[config.mk]
export PLATFORM = sky130hd
export DESIGN_NAME = div_seq
export DESIGN_NICKNAME = d
export VERILOG_FILES = /design/src/rtl/div_seq_pkg.sv /design/src/rtl/div_step.sv /design/src/rtl/div_seq.sv
export SDC_FILE = /design/constraint.sdc
export NUM_CORES = 1
export LEC_CHECK = 0
export ABC_AREA = 0
export CORE_MARGIN = 5
export CORE_UTILIZATION = 30
export CTS_CLUSTER_SIZE = 25
export DETAILED_ROUTE_END_ITERATION = 10
export SKIP_CTS_REPAIR_TIMING = 1
export SYNTH_ARGS = -nofsm -noshare
export SYNTH_HDL_FRONTEND = slang
export SYNTH_SLANG_ARGS = --single-unit
[constraint.sdc]
create_clock -name clk -period 5 [get_ports clk]
set_clock_uncertainty 0.2 [all_clocks]
set_input_delay 0.75 -clock clk [delete_from_list [all_inputs] [get_ports clk]]
set_output_delay 0.75 -clock clk [all_outputs]
set_load 0.01 [all_outputs]
[src/rtl/div_seq_pkg.sv]
// Shared types and constants for the multi-cycle divide sequencer.
// Optional build macro: DIV_ZERO_SHORTCUT_EN.
package div_seq_pkg;

  localparam int DIV_DATA_W = 32;
  localparam int DIV_CNT_W  = 6;
  localparam int DOUBLE_REG_W = 2 * DIV_DATA_W;

  typedef enum logic [1:0] {
    DIV_FREE    = 2'b00,
    DIV_BY_ZERO = 2'b01,
    DIV_ON      = 2'b10,
    DIV_END     = 2'b11
  } div_state_e;

  localparam logic DIV_START = 1'b1;
  localparam logic DIV_STOP  = 1'b0;

  localparam logic DIV_RESULT_READY     = 1'b1;
  localparam logic DIV_RESULT_NOT_READY = 1'b0;

  localparam logic [DIV_DATA_W-1:0] ZERO_WORD = '0;

  localparam logic [7:0] EXE_DIV_OP  = 8'b0001_1010;
  localparam logic [7:0] EXE_DIVU_OP = 8'b0001_1011;

endpackage

[src/rtl/div_step.sv]
// One radix-2 restoring division step.
// Purely combinational: shift in a dividend bit, trial-subtract divisor.
module div_step
  import div_seq_pkg::*;
#(
  parameter int DATA_W = DIV_DATA_W
) (
  input  logic [DATA_W-1:0] rem_i,
  input  logic [DATA_W-1:0] divisor_i,
  input  logic              bit_i,
  output logic [DATA_W-1:0] rem_o,
  output logic              q_o
);

  logic [DATA_W:0] trial;
  logic [DATA_W:0] diff;
  logic            borrow;
  logic            unused_msb;

  // Trial subtract; the borrow out decides the quotient bit.
  always_comb begin
    trial            = {rem_i, bit_i};
    {borrow, diff}   = {1'b0, trial} - {2'b00, divisor_i};
    q_o              = ~borrow;
    rem_o            = q_o ? diff[DATA_W-1:0] : trial[DATA_W-1:0];
    unused_msb       = diff[DATA_W];
  end

endmodule

[src/rtl/div_seq.sv]
// Sequential signed/unsigned divider for DIV/DIVU, one bit per cycle.
// Optional build macro: DIV_ZERO_SHORTCUT_EN (zero dividend finishes early).
module div_seq
  import div_seq_pkg::*;
#(
  parameter int DATA_W = DIV_DATA_W,
  parameter int CNT_W  = DIV_CNT_W
) (
  input  logic                clk,
  input  logic                rst,
  input  logic                signed_div_i,
  input  logic [DATA_W-1:0]   opdata1_i,
  input  logic [DATA_W-1:0]   opdata2_i,
  input  logic                start_i,
  input  logic                annul_i,
  output logic [2*DATA_W-1:0] result_o,
  output logic                ready_o,
  output logic                stallreq_o
);

  div_state_e state_q, state_d;
  logic [CNT_W-1:0]    cnt_q, cnt_d;
  logic [DATA_W-1:0]   dvd_q, dvd_d;
  logic [DATA_W-1:0]   dvs_q, dvs_d;
  logic [DATA_W-1:0]   rem_q, rem_d;
  logic                negq_q, negq_d;
  logic                negr_q, negr_d;
  logic [2*DATA_W-1:0] result_q, result_d;
  logic                ready_q, ready_d;

  logic [DATA_W-1:0] step_rem;
  logic              step_q;
  logic              zero_go;
  logic              neg1;
  logic              neg2;

  function automatic logic [DATA_W-1:0] neg_if(
    input logic n, input logic [DATA_W-1:0] x);
    return n ? (~x + 1'b1) : x;
  endfunction

  div_step #(.DATA_W(DATA_W)) u_step (
    .rem_i     (rem_q),
    .divisor_i (dvs_q),
    .bit_i     (dvd_q[DATA_W-1]),
    .rem_o     (step_rem),
    .q_o       (step_q)
  );

  assign neg1 = signed_div_i & opdata1_i[DATA_W-1];
  assign neg2 = signed_div_i & opdata2_i[DATA_W-1];

`ifdef DIV_ZERO_SHORTCUT_EN
  assign zero_go = (opdata2_i == ZERO_WORD) || (opdata1_i == ZERO_WORD);
`else
  assign zero_go = (opdata2_i == ZERO_WORD);
`endif

  assign stallreq_o = ((state_q == DIV_FREE) & start_i & ~annul_i)
                    | (state_q == DIV_ON)
                    | (state_q == DIV_BY_ZERO);

  assign result_o = result_q;
  assign ready_o  = ready_q;

  // Next-state, iteration and result logic.
  always_comb begin
    state_d  = state_q;
    cnt_d    = cnt_q;
    dvd_d    = dvd_q;
    dvs_d    = dvs_q;
    rem_d    = rem_q;
    negq_d   = negq_q;
    negr_d   = negr_q;
    result_d = result_q;
    ready_d  = ready_q;
    unique case (state_q)
      DIV_FREE: begin
        result_d = '0;
        ready_d  = DIV_RESULT_NOT_READY;
        if (start_i == DIV_START && !annul_i) begin
          if (zero_go) begin
            state_d = DIV_BY_ZERO;
          end else begin
            state_d = DIV_ON;
            cnt_d   = '0;
            rem_d   = '0;
            dvd_d   = neg_if(neg1, opdata1_i);
            dvs_d   = neg_if(neg2, opdata2_i);
            negq_d  = neg1 ^ neg2;
            negr_d  = neg1;
          end
        end
      end
      DIV_BY_ZERO: begin
        state_d  = DIV_END;
        result_d = '0;
        ready_d  = DIV_RESULT_READY;
      end
      DIV_ON: begin
        if (annul_i) begin
          state_d  = DIV_FREE;
          result_d = '0;
          ready_d  = DIV_RESULT_NOT_READY;
        end else if (cnt_q != CNT_W'(DATA_W)) begin
          rem_d = step_rem;
          dvd_d = {dvd_q[DATA_W-2:0], step_q};
          cnt_d = cnt_q + 1'b1;
        end else begin
          result_d = {neg_if(negr_q, rem_q), neg_if(negq_q, dvd_q)};
          ready_d  = DIV_RESULT_READY;
          state_d  = DIV_END;
        end
      end
      DIV_END: begin
        if (start_i == DIV_STOP) begin
          state_d  = DIV_FREE;
          result_d = '0;
          ready_d  = DIV_RESULT_NOT_READY;
        end
      end
    endcase
  end

  // State and datapath registers.
  always_ff @(posedge clk or negedge rst) begin
    if (!rst) begin
      state_q  <= DIV_FREE;
      cnt_q    <= '0;
      dvd_q    <= '0;
      dvs_q    <= '0;
      rem_q    <= '0;
      negq_q   <= 1'b0;
      negr_q   <= 1'b0;
      result_q <= '0;
      ready_q  <= 1'b0;
    end else begin
      state_q  <= state_d;
      cnt_q    <= cnt_d;
      dvd_q    <= dvd_d;
      dvs_q    <= dvs_d;
      rem_q    <= rem_d;
      negq_q   <= negq_d;
      negr_q   <= negr_d;
      result_q <= result_d;
      ready_q  <= ready_d;
    end
  end

endmodule

==> summary.md, run 1 <==
| Metric | Value |
|---|---|
| Synth Area in Simple Gates | 17.5% |
| Crit. End Element | flip-flop |
| Critical path's top delay family | simple AND/OR/NAND/NOR gates |
| Total CTS buffers | 17 |
| First-pass GRT wire length | 50400 µm |
| Syn Nets | 1466 |
| Count of different cell masters after synthesis | 63 |
| Setup violators final | 0 |
| Mean Syn Cell Area | 8.37 µm² |
| R2R Path Start | rem_q[8]$_DFFE_PN0P_ |
| Synth area leaders | dfrtp_1 38%, o21ai_0 7.5%, nand2_1 6.9% |
| FF-to-FF setup slack | 1.26 ns |
| Cells along the critical path | clkdlybuf4s50_1, inv_1, ha_1, or3b_2, and4bb_2, nand2_1, nor3_2, nand2_1, a21oi_1, or3_2, buf_4, o21ai_0 |
| Worst slew margin | 19.0% |
| Clock-pin slew on the worst setup and hold paths | 0.07 ns |
| Clk_lat worst skew | 0.43 ns |
| Cell leakage power | 6.06 nW |
| Vias per cell | 4.94 |
| Vias in the first global route | 9309 |
| Top Ports | 135 |
| Hold Path Class | input port to asynchronous set/reset pin |
| DIE AREA | 41700 µm² |
| RSZ-0062 raised after global routing | false |
| Synth area leader | dfrtp_1 |
| Internal power | 3.44 mW |
| Seq. cell area | 4280 µm² |
| Reg2Reg Depth | 10 |
| Final-stage net count | 1564 |
| Critical Path Start Type | input port |
| Synth Area in Compound Gates | 21.5% |
| CP Data Arrival Time | 4.08 ns |
| Total Neg Setup Slack | 0 ns |
| Pins Over Slew Limit | 0 |
| Outcome | complete, no violations |
| Final Cycle Share | 79.6% |
| CP dominant cell by count | nand2_1 |
| Flop pwr share | 34.0% |
| CTS sink cnt | 171 |
| Worst flop-to-flop path endpoint | rem_q[1]$_DFFE_PN0P_ |
| Remaining antenna violation count after routing | 0 |
| Synth-to-layout area growth | 21.8% |
| GP Congestion | 0.930 |
| Die width | 204 µm |
| Combinational share of power | 43.8% |
| Max_cap viols | 0 |
| Worst-margin pin slew | 1.20 ns |
| Layout cells sized above 1 | 4.78% |
| Worst path max stage delay | 0.49 ns |
| HPWL after DPL | 24000 µm |
| Launch point of the worst path | opdata2_i[0] |
| Data required, critical path | 5.09 ns |
| Chip height | 204 µm |
| Post-DR wirelength/cell | 15.8 µm |
| Post-synth top area share | 37.8% |
| CTS tree | done |
| DRT Pass-1 Iters | 5 |
| Synth async-reset ratio | 100% |
| Core box area | 37500 µm² |
| GRT overflow | 0 |
| ANT cells | 0 |
| Max FO, Critical Path | 33 |
| Psw | 2.48 mW |
| Kind of critical path | input port to flip-flop |
| Post-layout util | 36.8% |
| Largest family of logic cells by synthesized area | compound AO/OA/AOI/OAI gates |
| Final worst path period need | 3.98 ns |
| Htree depth | 4 |
| Fmax | 251 MHz |
| Crit-path slowest cell | or3b_2 |
| PortBufs | 134 |
| Drt drc | 0 |
| Gate Count Post-Synth | 1353 |
| P per Cell Area | 430 nW/µm² |
| Maximum vdd drop | 0.226 mV |
| Drt initial violations | 552 |
| Post-synthesis sequential area ratio | 37.8% |
| Number of fill cells in the layout | 3860 |
| Mapped cell area | 11300 µm² |
| CP Buf/Inv Count | 3 |
| Routed vias | 9748 |
| Adder-cell share of the synthesized area | 4.93% |
| Clock power frac | 22.2% |
| Net Sw Frac | 41.9% |
| Synth Area in XOR/XNOR | 11.2% |
| Tot GR Track Use | 14.8% |
| Clk buf depth | 2 |
| Share of synthesized area spent on multiplexers | 2.75% |
| Largest net degree at the start of global routing | 95 |
| Post-synth EDFFs | 0 |
| Final WL | 31200 µm |
| Yosys warnings | 0 |
| Synth Register Bits | 171 |
| Final Hold Viols | 0 |
| Initial antenna violation count | 0 |
| Starting Density | 30.2% |
| Total power | 5.93 mW |
| Primary FF master, synth | dfrtp_1 |
| Root buf cell | clkbuf_16 |
| Multi-input combinational cell area | 6580 µm² |
| Site Rows | 71 |
## cells by family (layout without fill, tap and decap cells)
kind of cell | count (synthesis) | count (layout)
buffers and inverters | 128 | 239
flip-flops | 171 | 171
AND/OR/NAND/NOR | 428 | 428
adder cells (fa/ha/maj) | 44 | 44
AO/OA/AOI/OAI | 406 | 406
XOR/XNOR | 145 | 145
multiplexers | 31 | 31
## cell usage after synthesis, types with 6 or more instances
master and n:
or3_1 23, o21ai_0 169, and2_1 9, nor2b_1 10, nor2_1 82, dfrtp_1 171, a21o_1 22, or4_1 16
buf_1 6, nand2_1 208, a22o_1 6, nor4_1 8, o31ai_1 35, o21ai_1 7, o41ai_1 13, nor3_1 20
buf_2 10, nand2b_1 11, inv_1 57, a21oi_1 108, xor2_1 77, clkbuf_1 55, and3_1 6, nand3_1 16
a221o_1 8, xnor2_1 68, ha_1 43, mux2i_1 30
## through the flow
stage / std cells / hold slack (ns) / setup WS, ns / instance area (µm²)
after CTS: 1975 / 0.243 / 1.04 / 13800
after floorplan: 1353 / 0.250 / 1.39 / 11300
after global routing: 1975 / 0.287 / 0.761 / 13800
final: 1975 / 0.205 / 1.02 / 13800
after global placement: 1943 / 0.263 / 0.647 / 13200
after detailed placement: 1943 / 0.271 / 0.586 / 13200
## layout by cell type, fill, tap and decap left out, types with 8 or more instances in the layout
cell,instances
nand2_1,207
dfrtp_1,171
o21ai_0,169
clkdlybuf4s50_1,133
a21oi_1,108
nor2_1,82
xor2_1,77
xnor2_1,68
inv_1,57
ha_1,42
o31ai_1,35
mux2i_1,30
or3_1,22
a21o_1,22
nor3_1,20
clkbuf_16,17
or4_1,16
nand3_1,16
o41ai_1,13
buf_4,13
nand2b_1,11
nor2b_1,10
and2_1,9
nor4_1,8
a221o_1,8
## cell type report
| cell class | count | share of cell area, % |
|---|---|---|
| Clock buffer | 20 | 3.38 |
| Clock inverter | 12 | 0.816 |
| Inverter | 57 | 1.55 |
| Multi-Input combinational cell | 1054 | 47.7 |
| Sequential cell | 171 | 31.0 |
| Tap cell | 511 | 4.64 |
| Timing Repair Buffer | 150 | 10.9 |
## per-layer routing
layer  vias up  part of all wire (%)  GRT usage, %
li1       4939                     -             -
met1      4564                    50          22.0
met2       205                    43          22.0
met3        40                   4.4          2.49
met4         0                   2.1          4.33
met5         -                     0             0
## registers in the layout (all words and copies together) (netlist names)
register,cells
result_o,64
dvd_q,32
dvs_q,32
rem_q,32
cnt_q,6
state_q,2
negq_q,1
negr_q,1
ready_o,1
## how the worst max path moves through the flow
stage                       endpoint  slack (ns)  cells after the start
2_1_floorplan  dvd_q[29]$_DFFE_PN0P_        1.39                     12
3_3_place_gp   dvd_q[15]$_DFFE_PN0P_        0.65                     12
3_5_place_dp    dvd_q[3]$_DFFE_PN0P_        0.59                     12
4_1_cts         dvd_q[3]$_DFFE_PN0P_        1.04                     12
5_1_grt         dvd_q[3]$_DFFE_PN0P_        0.76                     12
6_report        dvd_q[3]$_DFFE_PN0P_        1.02                     12
## power by group through the flow
stage,Clock (mW),Sequential [mW],Combinational (mW)
after global routing,1.41,2.07,2.94
after CTS,1.35,2.01,2.62
after global placement,0,2.02,2.57
after floorplan,0,1.91,1.97
after detailed placement,0,2.04,2.61
final,1.32,2.02,2.60
Note: power is estimated with default switching activity, not from simulation.
==> run 2, diff against run 1 <==
==> constraint.sdc (replaced) <==
create_clock -name clk -period 3.8 [get_ports clk]
set_clock_uncertainty 0.2 [all_clocks]
set_input_delay 0.57 -clock clk [delete_from_list [all_inputs] [get_ports clk]]
set_output_delay 0.57 -clock clk [all_outputs]
set_load 0.01 [all_outputs]
==> run 2 against run 1 <==
  * The flow now finishes with violations (hold timing)
  * Global-route usage rose by 0.37 points
  * Via count grew 1.3%
  * Sequential power grew 31%
  * Critical path depth down 1
  * Power increased by 36%
  * Cell area rose by 3.5%
  * Flip-flop and latch count did not move
  * First-iteration DRC count grew 1.3%
  * Worst hold slack lost 0.25 ns
  * Worst setup slack got worse by 0.80 ns
  * Die area stayed put
  * Non-clock buffer count up 53
  * Critical path type is now flip-flop to flip-flop
==> summary.md, run 2 (synthesized netlist as in run 1, its figures left out) <==
| Metric | Value |
|---|---|
| Drt drc | 0 (unchanged) |
| Core box area | 37500 µm² (unchanged) |
| Drt initial violations | 559 (+1.3%) |
| Top Ports | 135 (unchanged) |
| Most common cell after layout, fill and taps aside | nand2_1 |
| CTS tree | done |
| Worst-margin pin slew | 0.740 ns (-0.464 ns) |
| Routed vias | 9877 (+1.3%) |
| Starting Density | 30.2% (unchanged) |
| Remaining antenna violation count after routing | 0 (unchanged) |
| PortBufs | 134 (unchanged) |
| Final-stage net count | 1617 (+3.4%) |
| Final Hold Viols | 30 (+30) |
| Initial antenna violation count | 1 (+1) |
| Layout cells sized above 1 | 7.98% (+3.2 points) |
| Number of fill cells in the layout | 3831 (-0.75%) |
| Fin cells | 2029 (+2.7%) |
| Violated checks | hold timing |
| Hold Path Class | input port to asynchronous set/reset pin |
| Synth-to-layout area growth | 26.1% |
| Maximum vdd drop | 0.314 mV (+39%) |
| Site Rows | 71 (unchanged) |
| Post-DR wirelength/cell | 15.6 µm (-1.4%) |
| Max FO, Critical Path | 3 (-91%) |
| Tot GR Track Use | 15.1% (+0.37 points) |
| CTS sink cnt | 171 (unchanged) |
| Total Neg Setup Slack | 0 ns (unchanged) |
| Vias in the first global route | 9519 (+2.3%) |
| P per Cell Area | 564 nW/µm² (+31%) |
| Die width | 204 µm (unchanged) |
| Critical Path Start Type | flip-flop |
| Clk buf depth | 2 (unchanged) |
| Root buf cell | clkbuf_16 |
| Area post-placement | 13700 µm² (+3.5%) |
| Clk_lat worst skew | 0.43 ns (about the same) |
| Hold Worst Slack | -0.0479 ns (-0.253 ns) |
| HPWL after DPL | 24600 µm (+2.5%) |
| Crit. End Element | flip-flop |
| DRT Pass-1 Iters | 5 (unchanged) |
| Chip height | 204 µm (unchanged) |
| Final Cycle Share | 94.3% |
| Final worst path period need | 3.58 ns |
| GRT overflow | 0 (unchanged) |
| Setup violators final | 0 (unchanged) |
| Worst slew margin | 50.0% (+31 points) |
| Post-route design area | 14300 µm² (+3.5%) |
| GP Congestion | 0.892 (-4.1%) |
| Data required, critical path | 3.91 ns (-1.18 ns) |
| Final worst-path setup slack | 0.218 ns (-0.800 ns) |
| Clock-pin slew on the worst setup and hold paths | 0.07 ns (about the same) |
| CP Data Arrival Time | 3.70 ns (-0.38 ns) |
| Final WL | 31600 µm (+1.3%) |
| Cell leakage power | 6.36 nW (+4.9%) |
| Max reg flops | 64 (unchanged) |
| First-pass GRT wire length | 51600 µm (+2.4%) |
| Place WS | -0.121 ns (-0.708 ns) |
| RSZ-0062 raised after global routing | false |
| Max_cap viols | 0 (unchanged) |
| DIE AREA | 41700 µm² (unchanged) |
| Htree depth | 4 (unchanged) |
| Vias per cell | 4.87 (-1.4%) |
| Largest net degree at the start of global routing | 76 (-20%) |
| Kind of critical path | flip-flop to flip-flop |
| Total CTS buffers | 17 (unchanged) |
| Fmax | 279 MHz |
| Most frequent cells in the layout | 207 x nand2_1, 170 x dfrtp_1, 169 x o21ai_0, 133 x clkdlybuf4s50_1, 108 x a21oi_1 |
| Pins Over Slew Limit | 0 (unchanged) |
| Dpl cells | 1996 (+2.7%) |
| Post-layout util | 38.1% (+1.3 points) |
| Outcome | finished, violations left |
run 2: cell types whose count changed in the layout (fill, tap and decap cells not counted), sizes merged:
cell      change
buf          +53
bufinv        +2
clkbuf        +2
clkinv        -2
clkinvlp      -1
diode         +1
inv           -1
run 2: cell type report:
| class | instances | area, µm² | share of cell area, % |
|---|---|---|---|
| multi-input combinational | 1054 | 6580 | 46.1 |
| sequential | 171 | 4280 | 30.0 |
| timing repair buffer | 203 | 1960 | 13.7 |
| tap | 511 | 639 | 4.48 |
| clock buffer | 22 | 464 | 3.25 |
| inverter | 57 | 214 | 1.50 |
| clock inverter | 10 | 139 | 0.973 |
| antenna | 1 | 2.50 | 0.0175 |
run 2: worst paths after layout:
path | cells after the start | from | slack [ns] | to
max | 11 | dvd_q[31]$_DFFE_PN0P_ | 0.22 | rem_q[27]$_DFFE_PN0P_
min | 1 | rst | -0.05 | dvs_q[3]$_DFFE_PN0P_
max reg2reg | 11 | dvd_q[31]$_DFFE_PN0P_ | 0.22 | rem_q[27]$_DFFE_PN0P_
min reg2reg | 2 | result_o[48]$_DFFE_PN0P_ | 0.28 | result_o[48]$_DFFE_PN0P_
max in group asynchronous | 2 | rst | 2.66 | result_o[15]$_DFFE_PN0P_
min in group clk | 2 | result_o[48]$_DFFE_PN0P_ | 0.28 | result_o[48]$_DFFE_PN0P_
run 2: power by group:
part / total, mW / leakage [nW] / switching [mW] / internal, mW
combinational: 3.58 / 3.81 / 2.08 / 1.50
sequential: 2.65 / 2.25 / 0.444 / 2.21
clock: 1.82 / 0.294 / 0.751 / 1.07
total: 8.05 / 6.36 / 3.27 / 4.78
run 2: metrics by stage:
stage          power (mW)  hold WS (ns)
2_1_floorplan        5.11        0.0744
3_3_place_gp         6.19         0.262
3_5_place_dp         6.27         0.270
4_1_cts              8.12       -0.0199
5_1_grt              8.71        0.0217
6_report             8.05       -0.0479
run 2: worst max-delay path, cell delays in order (launching register included):
cell and delay [ns]:
dfrtp_1 0.42, inv_1 0.12, ha_1 0.24, nor2b_1 0.16, o2111ai_1 0.19, a2111oi_0 0.67, o21ai_0 0.24, nand3_1 0.21
o21ai_0 0.19, o41ai_1 0.37, xor2_1 0.14, a221o_1 0.31
run 2: metal layers:
metal / vias up / GRT usage, % / part of all wire, %
met1: 4597 / 22.3 / 50
met4: 0 / 3.90 / 1.3
met2: 201 / 22.9 / 44
li1: 5054 / - / -
met3: 25 / 2.70 / 4.5
met5: - / 0 / 0
